## src/rtl/niu_sii_req_packetizer.sv

```systemverilog
// NIU->SII DMA request issue stage.
// Accepts one DMA read or write request at a time. A write's four payload beats
// are buffered in full before its header issues, so the beats go out
// back-to-back. Ordered and bypass queue credits are tracked separately and
// are returned by SII dequeue pulses.
module niu_sii_req_packetizer #(
  parameter int OQ_CREDITS = 16,
  parameter int BQ_CREDITS = 4
) (
  input  logic         iol2clk,
  input  logic         rst_l,
  input  logic         req_vld,
  output logic         req_rdy,
  input  logic         req_write,
  input  logic         req_bypass,
  input  logic [127:0] req_hdr,
  input  logic [15:0]  req_be,
  input  logic         pld_vld,
  output logic         pld_rdy,
  input  logic [127:0] pld_data,
  output logic         niu_sii_hdr_vld,
  output logic         niu_sii_reqbypass,
  output logic         niu_sii_datareq,
  output logic         niu_sii_datareq16,
  output logic [127:0] niu_sii_data,
  output logic [7:0]   niu_sii_parity,
  output logic [15:0]  niu_sii_be,
  input  logic         sii_niu_oqdq,
  input  logic         sii_niu_bqdq,
  output logic         credit_err
);

  localparam logic [4:0] OQ_INIT = 5'(OQ_CREDITS);
  localparam logic [4:0] BQ_INIT = 5'(BQ_CREDITS);

  typedef enum logic [2:0] {
    IDLE = 3'd0,
    LOAD = 3'd1,
    WAIT = 3'd2,
    HDR  = 3'd3,
    PLD  = 3'd4
  } state_e;

  state_e       state_q, state_d;
  logic         req_rdy_q, req_rdy_d;
  logic         pld_rdy_q, pld_rdy_d;
  logic [127:0] hdr_q, hdr_d;
  logic [15:0]  be_q, be_d;
  logic         write_q, write_d;
  logic         bypass_q, bypass_d;
  logic [1:0]   cnt_q, cnt_d;
  logic [127:0] pld_buf_q [4];
  logic [127:0] pld_buf_d [4];

  logic         hdr_vld_q, hdr_vld_d;
  logic         reqbypass_q, reqbypass_d;
  logic         datareq_q, datareq_d;
  logic [127:0] data_q, data_d;
  logic [7:0]   parity_q, parity_d;
  logic [15:0]  sii_be_q, sii_be_d;

  logic [4:0]   oq_cnt_q, oq_cnt_d;
  logic [4:0]   bq_cnt_q, bq_cnt_d;
  logic         credit_err_q, credit_err_d;

  logic         oq_dec;
  logic         bq_dec;
  logic         credit_avail;

  // The header cycle consumes one credit from the queue the request targets.
  assign oq_dec       = (state_q == HDR) && !bypass_q;
  assign bq_dec       = (state_q == HDR) &&  bypass_q;
  assign credit_avail = bypass_q ? (bq_cnt_q != 5'd0) : (oq_cnt_q != 5'd0);

  // Request FSM: next state, captured request fields, and next values of the registered bus outputs.
  always_comb begin
    state_d     = state_q;
    hdr_d       = hdr_q;
    be_d        = be_q;
    write_d     = write_q;
    bypass_d    = bypass_q;
    cnt_d       = cnt_q;
    pld_buf_d   = pld_buf_q;
    hdr_vld_d   = 1'b0;
    reqbypass_d = 1'b0;
    datareq_d   = 1'b0;
    data_d      = '0;
    sii_be_d    = '0;

    case (state_q)
      IDLE: begin
        if (req_vld && req_rdy_q) begin
          hdr_d    = req_hdr;
          be_d     = req_be;
          write_d  = req_write;
          bypass_d = req_bypass;
          cnt_d    = 2'd0;
          state_d  = req_write ? LOAD : WAIT;
        end
      end
      LOAD: begin
        if (pld_vld && pld_rdy_q) begin
          pld_buf_d[cnt_q] = pld_data;
          cnt_d            = cnt_q + 2'd1;
          if (cnt_q == 2'd3) begin
            state_d = WAIT;
          end
        end
      end
      WAIT: begin
        if (credit_avail) begin
          state_d     = HDR;
          hdr_vld_d   = 1'b1;
          reqbypass_d = bypass_q;
          datareq_d   = write_q;
          data_d      = hdr_q;
        end
      end
      HDR: begin
        if (write_q) begin
          state_d  = PLD;
          data_d   = pld_buf_q[0];
          sii_be_d = be_q;
          cnt_d    = 2'd1;
        end else begin
          state_d = IDLE;
        end
      end
      PLD: begin
        // cnt wraps to 0 once beat 3 has been loaded into the output register.
        if (cnt_q == 2'd0) begin
          state_d = IDLE;
        end else begin
          data_d   = pld_buf_q[cnt_q];
          sii_be_d = be_q;
          cnt_d    = cnt_q + 2'd1;
        end
      end
      default: begin
        state_d = IDLE;
      end
    endcase

    req_rdy_d = (state_d == IDLE);
    pld_rdy_d = (state_d == LOAD);
  end

  // Odd parity per 16-bit lane of whatever data is about to be driven, zeros included.
  always_comb begin
    parity_d = '1;
    for (int i = 0; i < 8; i++) begin
      parity_d[i] = ~^data_d[16*i +: 16];
    end
  end

  // Credit counters: a dequeue pulse and a header in the same cycle cancel; a return beyond the initial count is flagged.
  always_comb begin
    oq_cnt_d     = oq_cnt_q;
    bq_cnt_d     = bq_cnt_q;
    credit_err_d = credit_err_q;

    if (sii_niu_oqdq && !oq_dec) begin
      if (oq_cnt_q == OQ_INIT) begin
        credit_err_d = 1'b1;
      end else begin
        oq_cnt_d = oq_cnt_q + 5'd1;
      end
    end else if (!sii_niu_oqdq && oq_dec) begin
      oq_cnt_d = oq_cnt_q - 5'd1;
    end

    if (sii_niu_bqdq && !bq_dec) begin
      if (bq_cnt_q == BQ_INIT) begin
        credit_err_d = 1'b1;
      end else begin
        bq_cnt_d = bq_cnt_q + 5'd1;
      end
    end else if (!sii_niu_bqdq && bq_dec) begin
      bq_cnt_d = bq_cnt_q - 5'd1;
    end
  end

  // State, request fields, credits and bus outputs; reset aborts any transfer in flight.
  always_ff @(posedge iol2clk or negedge rst_l) begin
    if (!rst_l) begin
      state_q      <= IDLE;
      req_rdy_q    <= 1'b0;
      pld_rdy_q    <= 1'b0;
      hdr_q        <= '0;
      be_q         <= '0;
      write_q      <= 1'b0;
      bypass_q     <= 1'b0;
      cnt_q        <= 2'd0;
      hdr_vld_q    <= 1'b0;
      reqbypass_q  <= 1'b0;
      datareq_q    <= 1'b0;
      data_q       <= '0;
      parity_q     <= 8'hFF;
      sii_be_q     <= '0;
      oq_cnt_q     <= OQ_INIT;
      bq_cnt_q     <= BQ_INIT;
      credit_err_q <= 1'b0;
    end else begin
      state_q      <= state_d;
      req_rdy_q    <= req_rdy_d;
      pld_rdy_q    <= pld_rdy_d;
      hdr_q        <= hdr_d;
      be_q         <= be_d;
      write_q      <= write_d;
      bypass_q     <= bypass_d;
      cnt_q        <= cnt_d;
      hdr_vld_q    <= hdr_vld_d;
      reqbypass_q  <= reqbypass_d;
      datareq_q    <= datareq_d;
      data_q       <= data_d;
      parity_q     <= parity_d;
      sii_be_q     <= sii_be_d;
      oq_cnt_q     <= oq_cnt_d;
      bq_cnt_q     <= bq_cnt_d;
      credit_err_q <= credit_err_d;
    end
  end

  // Payload buffer needs no reset: it is always rewritten before being read.
  always_ff @(posedge iol2clk) begin
    pld_buf_q <= pld_buf_d;
  end

  assign req_rdy           = req_rdy_q;
  assign pld_rdy           = pld_rdy_q;
  assign niu_sii_hdr_vld   = hdr_vld_q;
  assign niu_sii_reqbypass = reqbypass_q;
  assign niu_sii_datareq   = datareq_q;
  assign niu_sii_datareq16 = 1'b0;
  assign niu_sii_data      = data_q;
  assign niu_sii_parity    = parity_q;
  assign niu_sii_be        = sii_be_q;
  assign credit_err        = credit_err_q;

endmodule

```

## config.mk

```make
export PLATFORM = sky130hd
export DESIGN_NAME = niu_sii_req_packetizer
export DESIGN_NICKNAME = d
export VERILOG_FILES = /design/src/rtl/niu_sii_req_packetizer.sv
export SDC_FILE = /design/constraint.sdc
export NUM_CORES = 1
export LEC_CHECK = 0
export CORE_MARGIN = 3
export CORE_UTILIZATION = 40
export CTS_BUF_LIST = sky130_fd_sc_hd__clkbuf_8
export CTS_CLUSTER_DIAMETER = 80
export DETAILED_ROUTE_END_ITERATION = 10
export PLACE_DENSITY = 0.64
export SYNTH_ARGS = -nofsm -noshare
export SYNTH_HDL_FRONTEND = slang
export SYNTH_SLANG_ARGS = --single-unit
export TNS_END_PERCENT = 50
```

## constraint.sdc

```tcl
create_clock -name iol2clk -period 27 [get_ports iol2clk]
set_input_delay 5.4 -clock iol2clk [delete_from_list [all_inputs] [get_ports iol2clk]]
set_output_delay 5.4 -clock iol2clk [all_outputs]
set_load 0.005 [all_outputs]
```

==> metrics, run 1 <==
Max Transition Viols Final 0; max incr delay on CP 870 ps; commonest non-fill, non-tap cell in the layout edfxtp_1; Initial Util 0.406; CTS tree built; Pre-Repair DR Iteration Count 5; DP HPWL 56500 um; final setup violating endpoints 0; Total GRT Usage 0.204; clk_skew 22.1 ps; YS warnings 0; number of top-level pins 439; Setup crit start kind input port; vias in the first global route 19400; Crit Path Category in -> reg; DR WL/cell 25.1 um; final net count 2601; worst-case vdd ir drop 0.0000514 V; Clock Latency Late Sink 760 ps; arrival time at the worst endpoint 8290 ps; most frequent cells in the layout 512 x edfxtp_1, 436 x clkdlybuf4s50_1, 307 x dfrtp_1; FF+latch count, synth 831; CP max stage cell buf_4; status completed; first-pass GRT wire length 128000 um; crit-path cells clkdlybuf4s50_1, and4_1, and2_4, buf_4, buf_4; EDFF count, synth 512; Mapped Cells 1808; top_reg_cell synth edfxtp_1; Site Rows 104; CTS root buf clkbuf_8; max_cap viols 0; Worst-path clk slew 60 ps; Syn Area/Cell 18.2 sq um; Leakage 0.0157 uW; Post-CTS Setup Bufs 0; shortest period the worst path allows 7930 ps; total gr overflow 0; RePlAce Congestion 0.800; RSZ-0062 raised after global routing no; slew margin rel. 0.257; Die W 293 um; clk sinks 831; WP data required 27360 ps; largest net degree at the start of global routing 99; Seq/Total Area, Yosys 0.712; Synth cell types 49; core box area 80900 sq um; TNS Setup 0 ps; share of cells above drive strength 1 0.220; post-route ant nets 0; DR iter-0 viols 1166; Worst setup EP type flop; fin crit share 0.294; total placed instance area 38100 sq um; Tightest Hold Check Type reg -> reg; async set or reset register ratio after synthesis 0.384; Crit Path Max Fanout 61; fin area 41000 sq um; # DRC 0; H-tree depth 4; chip height 293 um; cts hold-fix bufs 0; Resized Gates After CTS 0; Post-Syn Area 32800 sq um; Via Count 18400; Num CTS Buffers 141; CP dominant cell by count buf_4; Total Wirelength 87800 um; Layout Area Growth over Synthesis 24.7%; IO buf count 437; FMAX 126 MHz; worst slew pin tran 1110 ps; CTS max path bufs 3; # fillers 6686; number of antenna violations at the first check in global routing 31; Via density 5.27; power per cell area 100 nW/um^2; final hold violation count 0; Syn Nets 2100; total die area 85600 sq um
==> registers in the layout (all words and copies together), names as in the netlist <==
name and flops:
be_q 16, state_q 3, bq_cnt_q 5, niu_sii_reqbypass 1, niu_sii_hdr_vld 1, niu_sii_be 16
pld_rdy 1, oq_cnt_q 5, cnt_q 2, hdr_q 128, niu_sii_parity 8, write_q 1
credit_err 1, req_rdy 1, bypass_q 1, pld_buf_q 512, niu_sii_datareq 1, niu_sii_data 128
==> report_power, final <==
group / internal (uW) / switching (uW) / total, uW
Clock: 611 / 505 / 1120
Combinational: 646 / 580 / 1230
Sequential: 1610 / 140 / 1750
Total: 2870 / 1220 / 4090
==> synth_stat cells (16+ instances only) <==
library cell	number	share of area
edfxtp_1	512	0.47
clkbuf_1	17	0.0019
mux2_2	150	0.051
xnor3_1	16	0.011
buf_2	49	0.0075
mux4_2	128	0.088
and2_1	21	0.0040
a22oi_1	112	0.026
nand3_1	117	0.018
buf_4	24	0.0055
dfrtp_1	309	0.24
nand2_1	122	0.014
a22o_1	16	0.0043
inv_1	22	0.0025
xor2_1	68	0.018
==> per-stage QoR <==
stage               hold slack, ps  utilization  std cells  power [uW]  setup WS, ps
detailed placement             465        0.471       3226        3030         18320
floorplan                      449            -       1808        2560          8510
finish                         472        0.506       3501        4090         19070
global route                   490        0.506       3491        4310         19040
global placement               459        0.471       3226        3000         18350
CTS                            471        0.505       3484        4160         19150
==> metal layers <==
| layer | vias to the layer above | part of all wire | global-route usage |
|---|---|---|---|
| met1 | 9586 | 0.42 | 0.271 |
| met5 | - | 0.0024 | 0 |
| met2 | 660 | 0.48 | 0.325 |
| met3 | 132 | 0.082 | 0.0664 |
| met4 | 28 | 0.016 | 0.0561 |
| li1 | 8029 | - | - |
==> final cells by class <==
type,count,area [sq um],share of cell area
Timing Repair Buffer,465,4590,0.112
Multi-Input combinational cell,848,8730,0.213
Clock inverter,101,643,0.0157
Antenna cell,17,42.5,0.00104
Inverter,22,82.6,0.00202
Sequential cell,831,23400,0.571
Clock buffer,157,2160,0.0528
Tap cell,1060,1330,0.0324
==> logic make-up after synthesis <==
kind of cell	share of synthesized area
DFF	0.712
and+or+nand+nor	0.0407
muxes	0.139
AOI/OAI and AO/OA	0.0408
buffers and inverters	0.0235
xor gates and xnor gates	0.0389
adders and majority gates	0.00503
other	0.000114
==> final timing paths <==
kind	start	end	slack, ps	cells after the start
worst max register to register	cnt_q[0]	niu_sii_parity[2]	22090	10
worst min-delay path	be_q[4]	niu_sii_be[4]	470	1
worst min register to register	be_q[4]	niu_sii_be[4]	470	1
max in group asynchronous	rst_l	niu_sii_data[45]	20660	2
worst max-delay path	pld_vld	pld_buf_q[178]	19070	5
min in group asynchronous	rst_l	bq_cnt_q[0]	4700	1
==> critical path: cells and delay by family <==
family	cells	cell delay, ps
buffers and inverters	3	2090
and+or+nand+nor	2	620
Power figures use the tool's default switching activity.
==> run 2, diff against run 1 <==
- PLACE_DENSITY: 0.64 -> 0.66
- clock period: 27 -> 7.2 ns (I/O delays scaled with it)
==> run 2 against run 1 <==
  * Clock skew increased by 10 ps
  * Worst hold slack improved by 3.8 ps
  * Combinational power increased to 3.7 times the previous value
  * Global-route usage increased by 0.82 points
  * Sequential power increased to 3.8 times the previous value
  * Core utilization increased by 0.10 points
  * Die area unchanged
  * Critical path type is now reg -> reg
  * Highest routed layer unchanged
  * Register-to-register slack got worse by 19000 ps
  * First-iteration DRC count increased by 14%
  * Non-clock buffer count decreased by 6
  * Via count increased by 0.78%
==> metrics, run 2 (synthesized netlist as in run 1, its figures left out) <==
Total Wirelength 90600 um; H-tree depth 4; DP Cell Count 3220; Leakage 0.0158 uW; worst slew pin tran 1070 ps; setup ws final 3130 ps; RR Startpoint cnt_q[1]; Pre-Repair DR Iteration Count 5; Clock Latency Late Sink 780 ps; Hold Path Origin be_q[4]; Post-CTS Setup Bufs 0; Pint 10700 uW; total chip power 15300 uW; CTS max path bufs 3; net switching power 4670 uW; arrival time at the worst endpoint 4750 ps; max reg flops 512; shortest period the worst path allows 4070 ps; Initial Util 0.406; final net count 2596; final setup violating endpoints 0; chip height 293 um; Total GRT Usage 0.212; first-pass GRT wire length 133000 um; Worst-path clk slew 60 ps; Crit Path Category reg -> reg; # fillers 6676; Worst setup EP type flop; IO buf count 437; R2R Setup Slk 3130 ps; total gr overflow 0; number of top-level pins 439; power share of the clock group 0.267; FF-to-FF End niu_sii_parity[7]; cts hold-fix bufs 0; CTS tree built; RSZ-0062 raised after global routing no; Via density 5.32; Setup crit start kind flop; Die W 293 um; Worst Hold End niu_sii_be[4]; vias in the first global route 19800; DP HPWL 56200 um; clk sinks 831; most frequent cells in the layout 512 x edfxtp_1, 436 x clkdlybuf4s50_1, 307 x dfrtp_1; TNS Setup 0 ps; share of cells above drive strength 1 0.222; post-route ant nets 0; FMAX 246 MHz; combinational fraction of design power 0.300; final cell count without fillers 3494; worst-case vdd ir drop 0.000199 V; Seq. cell area 23400 sq um; Site Rows 104; largest reg by FF count pld_buf_q; Via Count 18600; commonest non-fill, non-tap cell in the layout edfxtp_1; fin crit share 0.565; RePlAce Congestion 0.806; total die area 85600 sq um; Reg power frac 0.433; Max Transition Viols Final 0; Hold Path Depth 1; clk_skew 32.4 ps; Layout Area Growth over Synthesis 25.0%; WP data required 7880 ps; Resized Gates After CTS 0; # DRC 0; multi-input logic area 8740 sq um; slew margin rel. 0.286; power per cell area 374 nW/um^2; DR WL/cell 25.9 um; Tightest Hold Check Type reg -> reg; number of antenna violations at the first check in global routing 21; CTS root buf clkbuf_8; core box area 80900 sq um; Sw Ratio 0.304; final hold violation count 0; max_cap viols 0; DP Worst Slack 3090 ps; DR iter-0 viols 1328; Reg2Reg Depth 10; status completed; Num CTS Buffers 142; Crit Path Max Fanout 40; largest net degree at the start of global routing 134
run 2: changes by cell type in the layout (fill, tap and decap cells not counted):
| cell | delta |
|---|---|
| buf_12 | +12 |
| buf_4 | -18 |
| bufinv_16 | -6 |
| clkbuf_8 | +9 |
| clkinv_1 | -16 |
| clkinv_2 | +3 |
| clkinv_4 | +1 |
| diode_2 | -7 |
| inv_1 | +12 |
| inv_8 | +3 |
| nor4_2 | -1 |
| nor4_4 | +1 |
run 2: layout make-up:
class	instances	area share
tap	1060	0.0323
antenna	10	0.000610
timing repair buffer	459	0.114
sequential	831	0.570
clock buffer	166	0.0557
inverter	22	0.00201
multi-input combinational	848	0.213
clock inverter	98	0.0123
run 2: how the worst max path moves through the flow:
stage / startpoint / to / slack (ps)
2_1_floorplan: pld_vld / pld_buf_q[0] / 1140
3_3_place_gp: cnt_q[1] / niu_sii_parity[7] / 3190
3_5_place_dp: cnt_q[1] / niu_sii_parity[7] / 3090
4_1_cts: cnt_q[0] / niu_sii_parity[7] / 3110
5_1_grt: cnt_q[1] / niu_sii_parity[7] / 3020
6_report: cnt_q[1] / niu_sii_parity[7] / 3130
run 2: per-layer routing:
layer	GRT usage	wire length (um)
met3	0.0766	8020
met5	0	167
met2	0.339	43800
met4	0.0685	2310
met1	0.272	36300
run 2: critical path: stages (launching register included):
cell and delay [ps]:
dfrtp_4 800, inv_1 150, ha_1 270, nor4b_4 380
buf_4 580, a22o_1 270, a31oi_2 80, xnor2_1 550
xor3_1 380, xnor3_1 280, xnor3_1 220
run 2: power groups by stage:
stage | logic, uW | registers [uW] | clock network [uW]
after floorplan | 3100 | 6480 | 0
after global placement | 4620 | 6700 | 0
after CTS | 4730 | 6650 | 4220
after detailed placement | 4700 | 6730 | 0
after global routing | 4950 | 6740 | 4450
final | 4600 | 6640 | 4110
run 2: through the flow:
step	area, sq um	hold slack [ps]	util
5_1_grt	41000	500	0.507
3_3_place_gp	38200	456	0.472
2_1_floorplan	32900	449	-
4_1_cts	41000	479	0.507
3_5_place_dp	38200	465	0.472
6_report	41000	476	0.507
